--- config.mk ---
export PLATFORM = sky130hd
export DESIGN_NAME = note_sequencer_flat
export DESIGN_NICKNAME = d
export VERILOG_FILES = /design/src/rtl/note_sequencer_if.sv /design/src/rtl/note_sequencer.sv /design/src/flat_wrapper.sv
export SDC_FILE = /design/constraint.sdc
export NUM_CORES = 1
export LEC_CHECK = 0
export CAP_MARGIN = 10
export CORE_UTILIZATION = 40
export CTS_CLUSTER_DIAMETER = 150
export DETAILED_ROUTE_END_ITERATION = 10
export GPL_ROUTABILITY_DRIVEN = 0
export SLEW_MARGIN = 10
export SYNTH_ARGS = -nofsm -noshare
export SYNTH_HDL_FRONTEND = slang
export SYNTH_SLANG_ARGS = --single-unit
--- constraint.sdc ---
create_clock -name clk -period 3.15 [get_ports clk]
set_input_delay 0.315 -clock clk [delete_from_list [all_inputs] [get_ports clk]]
set_output_delay 0.315 -clock clk [all_outputs]
set_load 0.005 [all_outputs]
--- src/rtl/note_sequencer_if.sv ---
// Song-ROM / buzzer bundle for the auto-play note sequencer.
// The sequencer takes the slave side; the controller, ROM and buzzer take the master side.
interface note_sequencer_if #(
    parameter int ADDR_W = 6
);
    logic              start;
    logic              stop;
    logic              pause;
    logic [ADDR_W-1:0] mem_addr;
    logic [11:0]       mem_data;
    logic [17:0]       freq;
    logic              tone_en;
    logic              busy;
    logic              done;
    logic [5:0]        cur_note;

    modport slave (
        input  start, stop, pause, mem_data,
        output mem_addr, freq, tone_en, busy, done, cur_note
    );

    modport master (
        output start, stop, pause, mem_data,
        input  mem_addr, freq, tone_en, busy, done, cur_note
    );
endinterface

--- src/rtl/note_sequencer.sv ---
// Auto-play controller: walks the song ROM, times each note and gap, and drives the
// buzzer half-period. All outputs are registered.
module note_sequencer #(
    parameter int CLK_HZ     = 100_000_000,
    parameter int BEAT_TICKS = 25_000_000,
    parameter int GAP_TICKS  = 2_500_000,
    parameter int ADDR_W     = 6
) (
    input  logic            clk,
    input  logic            rst,
    note_sequencer_if.slave bus
);
    localparam longint MAX_PLAY  = 15 * longint'(BEAT_TICKS);
    localparam longint MAX_TICKS = (MAX_PLAY > longint'(GAP_TICKS)) ? MAX_PLAY : longint'(GAP_TICKS);
    localparam int     TIMER_W   = $clog2(MAX_TICKS + 1);
    localparam logic [TIMER_W-1:0] GAP_LOAD = TIMER_W'((GAP_TICKS > 0) ? GAP_TICKS - 1 : 0);
    localparam logic [5:0] END_CODE = 6'd63;

    typedef enum logic [2:0] {S_IDLE, S_FETCH, S_DECODE, S_PLAY, S_GAP, S_DONE} state_t;

    // Half-period count for a note code; codes 1..21 are C..B over octaves 4..6.
    function automatic logic [17:0] half_period(input int code);
        int  oct;
        int  step;
        int  semis;
        real ratio;
        real f;
        if (code < 1 || code > 21) return 18'd0;
        oct  = (code - 1) / 7;
        step = (code - 1) % 7;
        case (step)
            0:       semis = -9;
            1:       semis = -7;
            2:       semis = -5;
            3:       semis = -4;
            4:       semis = -2;
            5:       semis = 0;
            default: semis = 2;
        endcase
        semis = semis + 12 * oct;
        ratio = 1.0;
        for (int i = 0; i < semis; i++) ratio = ratio * 1.0594630943592953;
        for (int i = 0; i > semis; i--) ratio = ratio / 1.0594630943592953;
        f = 440.0 * ratio;
        return 18'($rtoi($itor(CLK_HZ) / (2.0 * f) + 0.5) - 1);
    endfunction

    logic [17:0]        pitch_lut [64];
    logic [TIMER_W-1:0] beat_lut  [16];

    for (genvar g = 0; g < 64; g++) begin : g_pitch
        localparam logic [17:0] HP = half_period(g);
        assign pitch_lut[g] = HP;
    end

    // Timer loads hold duration-1 so PLAY lasts exactly beats*BEAT_TICKS cycles.
    for (genvar g = 0; g < 16; g++) begin : g_beat
        localparam longint TICKS = longint'((g == 0) ? 1 : g) * longint'(BEAT_TICKS) - 1;
        assign beat_lut[g] = TIMER_W'(TICKS);
    end

    state_t             state_q, state_d;
    logic [ADDR_W-1:0]  mem_addr_q, mem_addr_d;
    logic [TIMER_W-1:0] timer_q, timer_d;
    logic [5:0]         code_q, code_d;
    logic [17:0]        freq_q, freq_d;
    logic               tone_en_q, tone_en_d;
    logic               busy_q, busy_d;
    logic               done_q, done_d;
    logic [5:0]         cur_note_q, cur_note_d;
    logic               advance;
    logic               play_next;

    always_comb begin
        state_d    = state_q;
        mem_addr_d = mem_addr_q;
        timer_d    = timer_q;
        code_d     = code_q;
        advance    = 1'b0;

        case (state_q)
            S_IDLE: begin
                if (bus.start) begin
                    state_d    = S_FETCH;
                    mem_addr_d = '0;
                end
            end
            S_FETCH: state_d = S_DECODE;
            S_DECODE: begin
                if (bus.mem_data[11:6] == END_CODE) begin
                    state_d    = S_DONE;
                    mem_addr_d = '0;
                end else begin
                    code_d  = bus.mem_data[11:6];
                    timer_d = beat_lut[bus.mem_data[5:2]];
                    state_d = S_PLAY;
                end
            end
            S_PLAY: begin
                if (!bus.pause) begin
                    if (timer_q != '0) begin
                        timer_d = timer_q - TIMER_W'(1);
                    end else if (GAP_TICKS > 0) begin
                        state_d = S_GAP;
                        timer_d = GAP_LOAD;
                    end else begin
                        advance = 1'b1;
                    end
                end
            end
            S_GAP: begin
                if (!bus.pause) begin
                    if (timer_q != '0) timer_d = timer_q - TIMER_W'(1);
                    else               advance = 1'b1;
                end
            end
            S_DONE:  state_d = S_IDLE;
            default: state_d = S_IDLE;
        endcase

        // The song ends at the last ROM slot instead of wrapping to address 0.
        if (advance) begin
            if (mem_addr_q == '1) begin
                state_d    = S_DONE;
                mem_addr_d = '0;
            end else begin
                state_d    = S_FETCH;
                mem_addr_d = mem_addr_q + ADDR_W'(1);
            end
        end

        if (bus.stop) begin
            state_d    = S_IDLE;
            mem_addr_d = '0;
        end

        play_next  = (state_d == S_PLAY);
        freq_d     = play_next ? pitch_lut[code_d] : 18'd0;
        tone_en_d  = play_next && (code_d >= 6'd1) && (code_d <= 6'd21) && !bus.pause;
        busy_d     = (state_d != S_IDLE);
        done_d     = (state_d == S_DONE);
        cur_note_d = play_next ? code_d : 6'd0;
    end

    always_ff @(posedge clk) begin
        if (rst) begin
            state_q    <= S_IDLE;
            mem_addr_q <= '0;
            freq_q     <= '0;
            tone_en_q  <= 1'b0;
            busy_q     <= 1'b0;
            done_q     <= 1'b0;
            cur_note_q <= '0;
        end else begin
            state_q    <= state_d;
            mem_addr_q <= mem_addr_d;
            freq_q     <= freq_d;
            tone_en_q  <= tone_en_d;
            busy_q     <= busy_d;
            done_q     <= done_d;
            cur_note_q <= cur_note_d;
        end
    end

    // Timer and latched code are only meaningful once the FSM has loaded them.
    always_ff @(posedge clk) begin
        timer_q <= timer_d;
        code_q  <= code_d;
    end

    assign bus.mem_addr = mem_addr_q;
    assign bus.freq     = freq_q;
    assign bus.tone_en  = tone_en_q;
    assign bus.busy     = busy_q;
    assign bus.done     = done_q;
    assign bus.cur_note = cur_note_q;
endmodule
--- src/flat_wrapper.sv ---
// flat-port wrapper written by rule: the top's interface ports become plain ports
module note_sequencer_flat 
#(
    parameter int CLK_HZ     = 100_000_000,
    parameter int BEAT_TICKS = 25_000_000,
    parameter int GAP_TICKS  = 2_500_000,
    parameter int ADDR_W     = 6
)
  (clk, rst, bus_start, bus_stop, bus_pause, bus_mem_data, bus_mem_addr, bus_freq, bus_tone_en, bus_busy, bus_done, bus_cur_note);
  note_sequencer_if #(.ADDR_W(ADDR_W)) bus_i ();
  input  logic clk;
  input  logic rst;
  input wire logic [$bits(bus_i.start)-1:0] bus_start;
  input wire logic [$bits(bus_i.stop)-1:0] bus_stop;
  input wire logic [$bits(bus_i.pause)-1:0] bus_pause;
  input wire logic [$bits(bus_i.mem_data)-1:0] bus_mem_data;
  output wire logic [$bits(bus_i.mem_addr)-1:0] bus_mem_addr;
  output wire logic [$bits(bus_i.freq)-1:0] bus_freq;
  output wire logic [$bits(bus_i.tone_en)-1:0] bus_tone_en;
  output wire logic [$bits(bus_i.busy)-1:0] bus_busy;
  output wire logic [$bits(bus_i.done)-1:0] bus_done;
  output wire logic [$bits(bus_i.cur_note)-1:0] bus_cur_note;
  assign bus_i.start = bus_start;
  assign bus_i.stop = bus_stop;
  assign bus_i.pause = bus_pause;
  assign bus_i.mem_data = bus_mem_data;
  assign bus_mem_addr = bus_i.mem_addr;
  assign bus_freq = bus_i.freq;
  assign bus_tone_en = bus_i.tone_en;
  assign bus_busy = bus_i.busy;
  assign bus_done = bus_i.done;
  assign bus_cur_note = bus_i.cur_note;
  note_sequencer #(.CLK_HZ(CLK_HZ), .BEAT_TICKS(BEAT_TICKS), .GAP_TICKS(GAP_TICKS), .ADDR_W(ADDR_W)) u_core (.clk(clk), .rst(rst), .bus(bus_i));
endmodule
Word-level counts from Yosys, hierarchy flattened
Memories as Yosys holds them, arrays and structs flattened. A register that Yosys moved wholly into a read port is not among the register bits.
Index checks and enable logic that the tools add are counted.
{"block": "word_totals", "reg_bits": 53, "romBits": 1616, "input_bits": 17, "output_inout_bits": 33, "wordCells": 71, "mem_count": 2}
{"memory": "(no name shown)", "depth": 64, "width": 18, "read_ports": 1, "rd_clocked_by_memory_dff": 1, "write_ports": 0, "line": "note_sequencer.sv:138", "text": "freq_d = play_next ? pitch_lut[code_d] : 18'd0;"}
{"memory": "(no name shown)", "depth": 16, "width": 29, "read_ports": 1, "rd_clocked_by_memory_dff": 0, "write_ports": 0, "line": "note_sequencer.sv:95", "text": "timer_d = beat_lut[bus.mem_data[5:2]];"}
{"block": "op_classes", "n_addsub": 2, "order_cmp": 3, "n_eq_ne": 14, "n_mux": 26, "bitwise": 3, "reduce_logical": 13}
{"operator": "29-bit two-way mux", "n": 7}
{"operator": "29-bit one-hot mux with 3 select lines", "n": 1}
{"operator": "6-bit two-way mux", "n": 6}
{"operator": "29-bit nonzero test", "n": 1}
{"operator": "29-bit by 1-bit subtractor with 29-bit output (second input constant)", "n": 1}
{"operator": "3-bit two-way mux", "n": 7}
{"operator": "3-bit one-hot mux with 5 select lines", "n": 1}
{"operator": "6-bit == test (second input constant)", "n": 2}
{"operator": "6-bit one-hot mux with 2 select lines", "n": 1}
{"operator": "3-bit by 2-bit == test with 1-bit output (second input constant)", "n": 3}
{"operator": "3-bit nonzero test", "n": 3}
{"operator": "6-bit NOT with 7-bit output", "n": 1}
{"operator": "6-bit by 1-bit adder with 6-bit output (second input constant)", "n": 1}
{"operator": "3-bit == test (second input constant)", "n": 2}
{"operator": "6-bit by 1-bit greater-or-equal comparator with 1-bit output (second input constant)", "n": 1}
{"operator": "6-bit by 5-bit <= comparator with 1-bit output (second input constant)", "n": 1}
{"operator": "2-bit inequality test (second input constant)", "n": 3}
{"operator": "5-bit greater-or-equal comparator (second input constant)", "n": 1}
{"operator": "4-bit NOT with 5-bit output", "n": 1}
{"operator": "5-bit AND reduction", "n": 1}
{"operator": "2-bit OR reduction", "n": 2}
{"operator": "3-bit by 1-bit == test with 1-bit output (second input constant)", "n": 1}
{"operator": "1-bit logical AND", "n": 3}
{"operator": "3-bit logical NOT", "n": 1}
{"operator": "other kinds (7)", "n": 9}

Longest topological paths before layout
{"block": "depth", "depth_word": 10, "depth_mapped": 10, "ltp_nobuf": 10}

Least setup slack after synthesis
Ideal clock, no wire load.
{"block": "synth_path", "path_type": "register to register", "startpoint": "register u_core.timer_q[0]", "endpoint": "register u_core.timer_q[0] (enable)", "setup_ns": 0.483, "arrival_time_ns": 2.688, "required_ns": 2.667, "setup_slack_ns": -0.021, "path_stages_with_launch": 8, "path_buffers": 0, "period_less_slack_ns": 3.171, "cell_sequence": "edfxtp_1 inv_1 ha_1 or4b_1 nand4b_4 or4_4 a21oi_1 o22ai_1"}
{"block": "synth_via", "elab_chain_cells": 3}
{"element": "start, declared", "line": "note_sequencer.sv:64", "text": "logic [TIMER_W-1:0] timer_q, timer_d;"}
{"element": "start signal, assigned", "line": "note_sequencer.sv:167", "text": "timer_q <= timer_d;"}
{"element": "29-bit nonzero test", "line": "note_sequencer.sv:113", "text": "if (timer_q != '0) timer_d = timer_q - TIMER_W'(1);"}
{"element": "2-bit by 1-bit inequality test with 1-bit output (no source line)"}
{"element": "5-bit AND reduction (no source line)"}
No other way between the ends.
A chain may end at the register's enable or synchronous reset.

Final worst setup path
{"block": "layout_path", "startpoint": "register u_core.timer_q[0]", "endpoint": "register u_core.timer_q[19] (data pin)"}
{"block": "layout_via", "elab_chain_cells": 4, "word_cells_on_any_way": 7, "classes_between": "1 x add/sub; 5 x mux; 1 x reduce/logical"}
{"element": "29-bit by 1-bit subtractor with 29-bit output or 29-bit nonzero test (tied branches)", "line": "note_sequencer.sv:102, note_sequencer.sv:113, note_sequencer.sv:101"}
{"element": "29-bit two-way mux (on tied branches)", "line": "note_sequencer.sv:113, note_sequencer.sv:101"}
{"element": "29-bit two-way mux (on tied branches)", "line": "note_sequencer.sv:112, note_sequencer.sv:100"}
{"element": "29-bit one-hot mux with 3 select lines *", "line": "note_sequencer.sv:81", "text": "case (state_q)"}
{"element": "net u_core.timer_d[19]", "line": "note_sequencer.sv:64"}
The timed path passes the listed nets; every way through them passes the cells marked *. The select of a mux whose other input is x is not followed.

==> impl_metrics.tcl <==
set metrics [dict create \
    crit_family "simple AND/OR/NAND/NOR gates" \
    drt-vias-per-instance 5.653 \
    max-cap-violations 0 \
    critPathKind "reg -> reg" \
    ctsResizeCount 0 \
    n_fill_cell 931 \
    p_sw_frac 0.3596 \
    min_path_type "reg -> reg" \
    crit_chain "inv_1 -> ha_1 -> or4b_1 -> nand4b_4 -> or4_4 -> a21o_1 -> o21ai_0 -> o21ai_0" \
    cp_slowest_stage_delay_ps 600 \
    clock_latency_ps 350 \
    ys.flop_type "dfxtp_1" \
    required_ps 3220 \
    rows 36 \
    period_share 0.9521 \
    core_mm2 0.009864 \
    pin_count 50 \
    grt_max_degree 30 \
    vdd_drop_max_v 0.0006106 \
    wl_per_cell_um 15.54 \
    async_flop_share 0 \
    antenna_found_initial 0 \
    syn-num-nets 498 \
    synth_edf_count 29 \
    finalPower_uw 2433 \
    holdBufCountCts 0 \
    antennaDiodeCount 0 \
    cts_setup_buffers 0 \
    htreeDepth 3 \
    max-slew-margin-rel 0.5392 \
    cts_sinks 71 \
    rsz0062_at_grt "no" \
    grt_pass1_wl_um 17020 \
    cell_internal_pwr_uw 1558 \
    grt_pass1_vias 3558 \
    netlist_area_mm2 0.004105 \
    hold_violations 0 \
    fin_nets 554 \
    p_clk_frac 0.262 \
    num_vias 3731 \
    slowest_stage "or4_4" \
    fin_crit_ps 2999 \
    switchingPower_uw 874.8 \
    synthDistinctLibCells 61 \
    syn_avg_cell_area_um2 8.809 \
    setup_tns_ps 0 \
    cts-root-buf "clkbuf_8" \
    finalClockSkew_ps 11.63 \
    status "finished clean" \
    drive_gt1_frac 0.1025 \
    multi_input_comb_area_mm2 0.002250 \
    worst_pin_slew_ps 682.5 \
    cts_buffers 9 \
    finalSetupViolations 0 \
    ys_ff_latch 71 \
    place_hpwl_um 7253 \
    ys_seq_area_frac 0.4169 \
    drc 0 \
    die-area_mm2 0.01067 \
    routed_wl_um 10250 \
    leakage_uw 0.001741 \
    synthToLayoutAreaGrowth_pct 21.27 \
    powerDensity_mw_per_mm2 488.7 \
    area.sequential_mm2 0.001712 \
    critPathBufInv 1 \
    drt_iter0_drc 201 \
    slew_viol_final 0 \
    crit_top_cell "o21ai_0" \
    grt_overflow 0 \
    port_buffers 47 \
    dieHeight_um 103.3 \
    ys_warn_count 0 \
    seq_power_share 0.419 \
    comb_power_share 0.319 \
    clockBufferDepth 2 \
    cts_tree "done" \
    initial_core_util 0.4162 \
    max_freq_ghz 0.3334 \
    clkTransAtPathRegs_ps 80 \
    syn_inst 466 \
    firstDrtPassIters 5 \
    die_w_um 103.3 \
    ant_nets 0 \
    path_max_fanout 11 \
    worstPathArrival_ps 3070 \
    endpoint_kind "flop" \
    cp-start-kind "flop" \
    grt_usage 0.2043 \
]
worst register-to-register path, delay by kind of cell (launching register included):
family | cells | cell delay, ps
buf+inv | 1 | 120
simple gates | 3 | 1370
compound gates | 3 | 600
flops | 1 | 420
fa+ha+maj | 1 | 230
power by group through the flow:
stage	combinational, uW	sequential (uW)	clock (uW)
after floorplan	551	1030	0
after global placement	760	1040	0
after detailed placement	766	1040	0
after CTS	769	1020	660
after global routing	864	1020	692
final	777	1020	638
state kept, by name, indices dropped and copies added, names as in the netlist:
signal / cells
u_core.bus.busy: 1
u_core.timer_q: 29
u_core.bus.cur_note: 6
u_core.bus.freq: 18
u_core.bus.tone_en: 1
u_core.bus.done: 1
u_core.code_q: 6
u_core.state_q: 3
u_core.bus.mem_addr: 6
Yosys cell counts, drive strengths merged (3+ instances only):
cell,number,area [um2]
nand2b,5,31.28
nor4,4,25.02
a31oi,6,37.54
or4b,3,30.03
o211ai,3,22.52
or3,4,25.02
a21oi,34,173.9
ha,15,187.7
clkbuf,16,60.06
o221ai,4,35.03
nand2,41,153.9
xor2,8,70.07
nor3,22,115.1
dfxtp,42,840.8
mux2i,8,80.08
o21a,3,22.52
nor2,57,216.5
inv,14,52.55
o31a,3,26.28
xnor2,15,131.4
edfxtp,29,870.8
a211oi,8,60.06
nand3,9,50.05
o22ai,14,87.58
buf,5,36.28
or4,7,63.81
a32oi,5,43.79
o21ai,31,155.2
and3,3,18.77
or2,5,31.28
o31ai,4,30.03
a22oi,7,52.55
routing by layer:
| layer | track usage | part of all wire |
|---|---|---|
| met4 | 0.06826 | 0.016 |
| met5 | 0 | 0 |
| met3 | 0.03696 | 0.048 |
| met1 | 0.2749 | 0.46 |
| met2 | 0.3318 | 0.48 |
through the flow:
stage	setup slack, ps	cells	util	cell area, um2	hold slack, ps
after floorplan	257.1	466	-	4111	394.3
after global placement	157.6	644	0.4880	4813	531.7
after detailed placement	110.0	644	0.4880	4813	550.7
after CTS	154.4	660	0.5047	4979	562.4
after global routing	19.69	660	0.5047	4979	600.3
final	150.8	660	0.5047	4979	563.6
area by class of cell:
class / instances / area share
clock buffers: 10 / 0.02563
clock inverters: 6 / 0.007540
inverters: 16 / 0.01206
multi-input cells: 358 / 0.4519
flip-flops and latches: 71 / 0.3438
well taps: 133 / 0.03343
repair buffers: 66 / 0.1257
worst paths after layout:
kind	from	depth (start not counted)	end	slack, ps
worst max-delay path	u_core.timer_q[0]	8	u_core.timer_q[19]	150
worst min-delay path	u_core.bus.mem_addr[4]	1	u_core.bus.mem_addr[4]	560
worst max register to register	u_core.timer_q[0]	8	u_core.timer_q[19]	150
worst min register to register	u_core.bus.mem_addr[4]	1	u_core.bus.mem_addr[4]	560
cell families after synthesis:
kind of cell	share of synthesized area
fa+ha+maj	0.04572
xor+xnor	0.04907
flops	0.4169
compound gates	0.2106
buf+inv	0.03810
simple gates	0.2146
mux	0.02499
placed cells by master (no fill, tap or decap), types with 3 or more instances in the layout:
cell type        instances
or4_1                    4
o21a_1                   3
a21oi_1                 33
edfxtp_1                29
buf_4                   18
or3_1                    4
and3_1                   3
nand2_1                 41
o21ai_0                 31
o211ai_1                 3
xnor2_1                 15
or2_2                    5
or4_4                    3
a31oi_1                  6
a211oi_1                 8
nor3_1                  21
nand3_1                  8
nor4_1                   4
ha_1                    15
o22ai_1                 12
clkdlybuf4s50_1         47
nand2b_1                 5
dfxtp_1                 42
o31a_1                   3
o31ai_1                  4
clkinv_2                 3
inv_1                   14
a32oi_1                  5
o221ai_1                 4
nor2_1                  56
clkbuf_8                 9
xor2_1                   8
a22oi_1                  7
mux2i_1                  8
(Power assumes the default switching activity.)
==> RTL edit 1: new RTL, same flow settings <==
`GAP_TICKS` is set to 2_500_000 in 2 places; all go to 5_000_000.
--- a/src/rtl/note_sequencer.sv
+++ b/src/rtl/note_sequencer.sv
@@ -4,5 +4,5 @@
     parameter int CLK_HZ     = 100_000_000,
     parameter int BEAT_TICKS = 25_000_000,
-    parameter int GAP_TICKS  = 2_500_000,
+    parameter int GAP_TICKS  = 5_000_000,
     parameter int ADDR_W     = 6
 ) (
--- a/src/flat_wrapper.sv
+++ b/src/flat_wrapper.sv
@@ -4,5 +4,5 @@
     parameter int CLK_HZ     = 100_000_000,
     parameter int BEAT_TICKS = 25_000_000,
-    parameter int GAP_TICKS  = 2_500_000,
+    parameter int GAP_TICKS  = 5_000_000,
     parameter int ADDR_W     = 6
 )
Function: same outputs for any inputs over 10 cycles, from zero or initial values and one cycle with rst high; that may be too few to reach the edited logic, so the function may still have changed.
==> RTL edit 1 against the original RTL <==
- total power grew 0.97%
- sequential cell count is the same
- design area grew 7.4%
- setup slack gained 0.0022 ns
- core utilization grew 1.3 points
- cell count grew 7.4%
- via count grew 5.4%
- combinational power shrank 22%
- wire length grew 6.9%
- die area grew 3.4%
- synthesized area grew 3.5%
- largest power group unchanged
- highest routed layer unchanged
==> RTL edit 1: results <==
outcome:
  status: "finished, final reports clean"
placement:
  placed_area_um2: 5112
  dp_slack_ns: 0.1105
  hpwl_um: 7926
  dp.cells: 693
global_routing:
  grt_pass1_wl_um: 17850
  grt_pass1_vias: 3634
sta:
  hold_ws_ns: 0.5005
  fin_worst_skew_ns: 0.01597
synth:
  synth.distinct_cells: 67
  syn_area_per_cell_um2: 8.634
  synth_seq_area_share: 0.4029
  yosys-top-cells-area: "edfxtp_1 (21%), dfxtp_1 (20%), nor2_1 (4.8%)"
worst_setup_path:
  critPathArrivalTime_ns: 3.25
  worstReg2RegEnd: "u_core.bus.freq[12]"
cells_and_area:
  inverters_excl_clock: 17
  buffers_excl_clock: 88
  drive_above_1_share: 0.1222
  seq-cell-share: 0.3201
  nNetsFinal: 600
  clk_share: 0.04306
  area_growth_pct: 25.86
  seq_cell_count: 71
power_and_ir_drop:
  p_leak_nw: 1.876
  ir_drop_mv: 0.3584
routing:
  wirelength_um: 10960
  wl_per_cell_um: 15.46
hold_path:
  holdPathEnd: "u_core.code_q[5]"
[RTL edit 1: cell count changes after synthesis, moves of 5 or more]
cell | before | now
nand2_1 | 41 | 46
nor3_1 | 21 | 15
a31oi_1 | 6 | 11
or3_1 | 4 | 11
o211ai_1 | 3 | 9
o21ai_1 | 0 | 5
a211oi_1 | 8 | 1
nor2b_1 | 1 | 6
[RTL edit 1: power groups by stage]
stage | Clock [mW] | Combinational [mW] | Sequential [mW]
4_1_cts | 0.869 | 0.594 | 0.998
6_report | 0.852 | 0.606 | 0.999
3_5_place_dp | 0 | 0.590 | 1.02
3_3_place_gp | 0 | 0.584 | 1.02
2_1_floorplan | 0 | 0.396 | 1.02
5_1_grt | 0.908 | 0.668 | 1.00
[RTL edit 1: worst max-delay path by stage]
stage	slack, ns	end	cells past startpoint
6_report	0.15	u_core.bus.freq[12]	8
2_1_floorplan	0.18	u_core.bus.tone_en	8
5_1_grt	0.01	u_core.bus.tone_en	7
4_1_cts	0.09	u_core.bus.freq[0]	8
3_3_place_gp	0.12	u_core.bus.freq[0]	8
3_5_place_dp	0.11	u_core.bus.freq[0]	8
[RTL edit 1: what timing repair did]
item                                   in CTS  in global routing
setup buffers                               0                  0
setup endpoints to repair                   0                 14
endpoints found under the hold margin       0                  0
hold buffers                                0                  0
gates resized for setup                     0                  1
[RTL edit 1: cells by family after synthesis]
family                     after synthesis  synth area share
adders and majority gates               15           0.04418
buffers and inverters                   40           0.03918
xor gates and xnor gates                25           0.05155
and+or+nand+nor                        197            0.2395
muxes                                   10           0.02445
AOI/OAI and AO/OA                      134            0.1982
DFF                                     71            0.4029
[RTL edit 1: per-layer routing]
layer | track usage | wire length, um
met1 | 0.2921 | 5437
met2 | 0.3023 | 4771
met3 | 0.04554 | 627
met4 | 0.06740 | 123
met5 | 0 | 0
==> RTL edit 2: new RTL, same flow settings <==
Without the edit above. Take the reset off `mem_addr_q` and load it in a clocked block of its own.
--- a/src/rtl/note_sequencer.sv
+++ b/src/rtl/note_sequencer.sv
@@ -146,5 +146,4 @@
         if (rst) begin
             state_q    <= S_IDLE;
-            mem_addr_q <= '0;
             freq_q     <= '0;
             tone_en_q  <= 1'b0;
@@ -154,5 +153,4 @@
         end else begin
             state_q    <= state_d;
-            mem_addr_q <= mem_addr_d;
             freq_q     <= freq_d;
             tone_en_q  <= tone_en_d;
@@ -161,4 +159,8 @@
             cur_note_q <= cur_note_d;
         end
+    end
+
+    always_ff @(posedge clk) begin
+        mem_addr_q <= mem_addr_d;
     end
 
Check against the original RTL: no difference found for any inputs over 10 cycles, from zero or initial values and one cycle with rst high; that may be too few to reach the edited logic, so the function may still have changed.
==> RTL edit 2 against the original RTL <==
- worst hold slack lost 0.034 ns
- total power grew 5.9%
- sequential cell count is the same
- first-iteration DRC count grew 4.5%
- design area grew 6.5%
- synthesized area grew 2.8%
- die area grew 2.7%
- setup slack lost 0.046 ns
- wire length grew 3.8%
- critical endpoint is now u_core.bus.busy
==> RTL edit 2: results <==
synth:
  ys_warn_count: 0
  muxShareOfSynthArea: 0.01661
  synth.distinct_cells: 71
  yosys-top-cells-area: "edfxtp_1 (21%), dfxtp_1 (20%), ha_1 (4.4%)"
  syn_area_per_cell_um2: 8.977
  synth_seq_area_share: 0.4057
  synth_nets: 502
  synth_xor_area_frac: 0.04775
  synth_fa_ha_area_frac: 0.04448
global_routing:
  grt_util_met2: 0.3415
  grt_usage: 0.1917
  grt_pass1_wl_um: 16780
  grt_pass1_vias: 3544
  grt.met1_usage: 0.2283
routing:
  wirelength_um: 10650
  m1WireLength_um: 4643
  dr_wl_met2_um: 5304
  routed-via-count: 3839
  wl_per_cell_um: 15.68
  dr.first_iter.drc_count: 210
worst_setup_path:
  worstReg2RegEnd: "u_core.bus.busy"
  rrSetupSlack_ns: 0.11
  reg2regPathDepth: 9
  critPathArrivalTime_ns: 3.31
power_and_ir_drop:
  comb_power_share: 0.322
  switching_share: 0.3446
  pwr-share-clk: 0.279
  ir_drop_mv: 0.3173
  p_leak_nw: 1.796
cells_and_area:
  drive_above_1_share: 0.1436
  antenna_cells: 0
  nNetsFinal: 570
outcome:
  status: "finished, final reports clean"
sta:
  fin_worst_skew_ns: 0.01208
  maxSlewHeadroom: 0.4105
placement:
  dp.cells: 658
  hpwl_um: 7432
## RTL edit 2: through the flow
stage          hold slack, ns    util  setup slack, ns  total power [mW]  area (um2)
2_1_floorplan          0.3793       -          0.09777             1.618        4235
3_3_place_gp           0.5025  0.4879          0.03212             1.840        5015
3_5_place_dp           0.5124  0.4879          0.01135             1.850        5015
4_1_cts                0.5224  0.5065          0.01860             2.573        5205
5_1_grt                0.5344  0.5159         0.001220             2.705        5303
6_report               0.5297  0.5159           0.1053             2.577        5303
## RTL edit 2: repair_timing
action | 4_1_cts | 5_1_grt
setup endpoints to repair | 1 | 26
gates cloned | 0 | 1
setup buffers | 0 | 4
gates resized for setup | 1 | 14
endpoints found under the hold margin | 0 | 0
hold buffers | 0 | 0
pin swaps | 0 | 3
## RTL edit 2: worst min-delay path by stage
| stage | from | end | slack (ns) | depth (start not counted) |
|---|---|---|---|---|
| floorplan | bus_pause | u_core.bus.tone_en | 0.38 | 1 |
| global placement | u_core.bus.mem_addr[5] | u_core.bus.mem_addr[5] | 0.50 | 1 |
| detailed placement | u_core.bus.mem_addr[5] | u_core.bus.mem_addr[5] | 0.51 | 1 |
| CTS | u_core.bus.mem_addr[5] | u_core.bus.mem_addr[5] | 0.52 | 1 |
| global route | u_core.bus.mem_addr[5] | u_core.bus.mem_addr[5] | 0.53 | 1 |
| finish | u_core.bus.mem_addr[2] | u_core.bus.mem_addr[2] | 0.53 | 1 |
## RTL edit 2: final cells by class
type | count | area (um2) | area share
Timing Repair Buffer | 81 | 757.0 | 0.1428
Clock inverter | 1 | 30.03 | 0.005663
Tap cell | 136 | 170.2 | 0.03209
Clock buffer | 15 | 156.4 | 0.02950
Sequential cell | 71 | 1712 | 0.3228
Inverter | 19 | 71.32 | 0.01345
Multi-Input combinational cell | 356 | 2406 | 0.4538
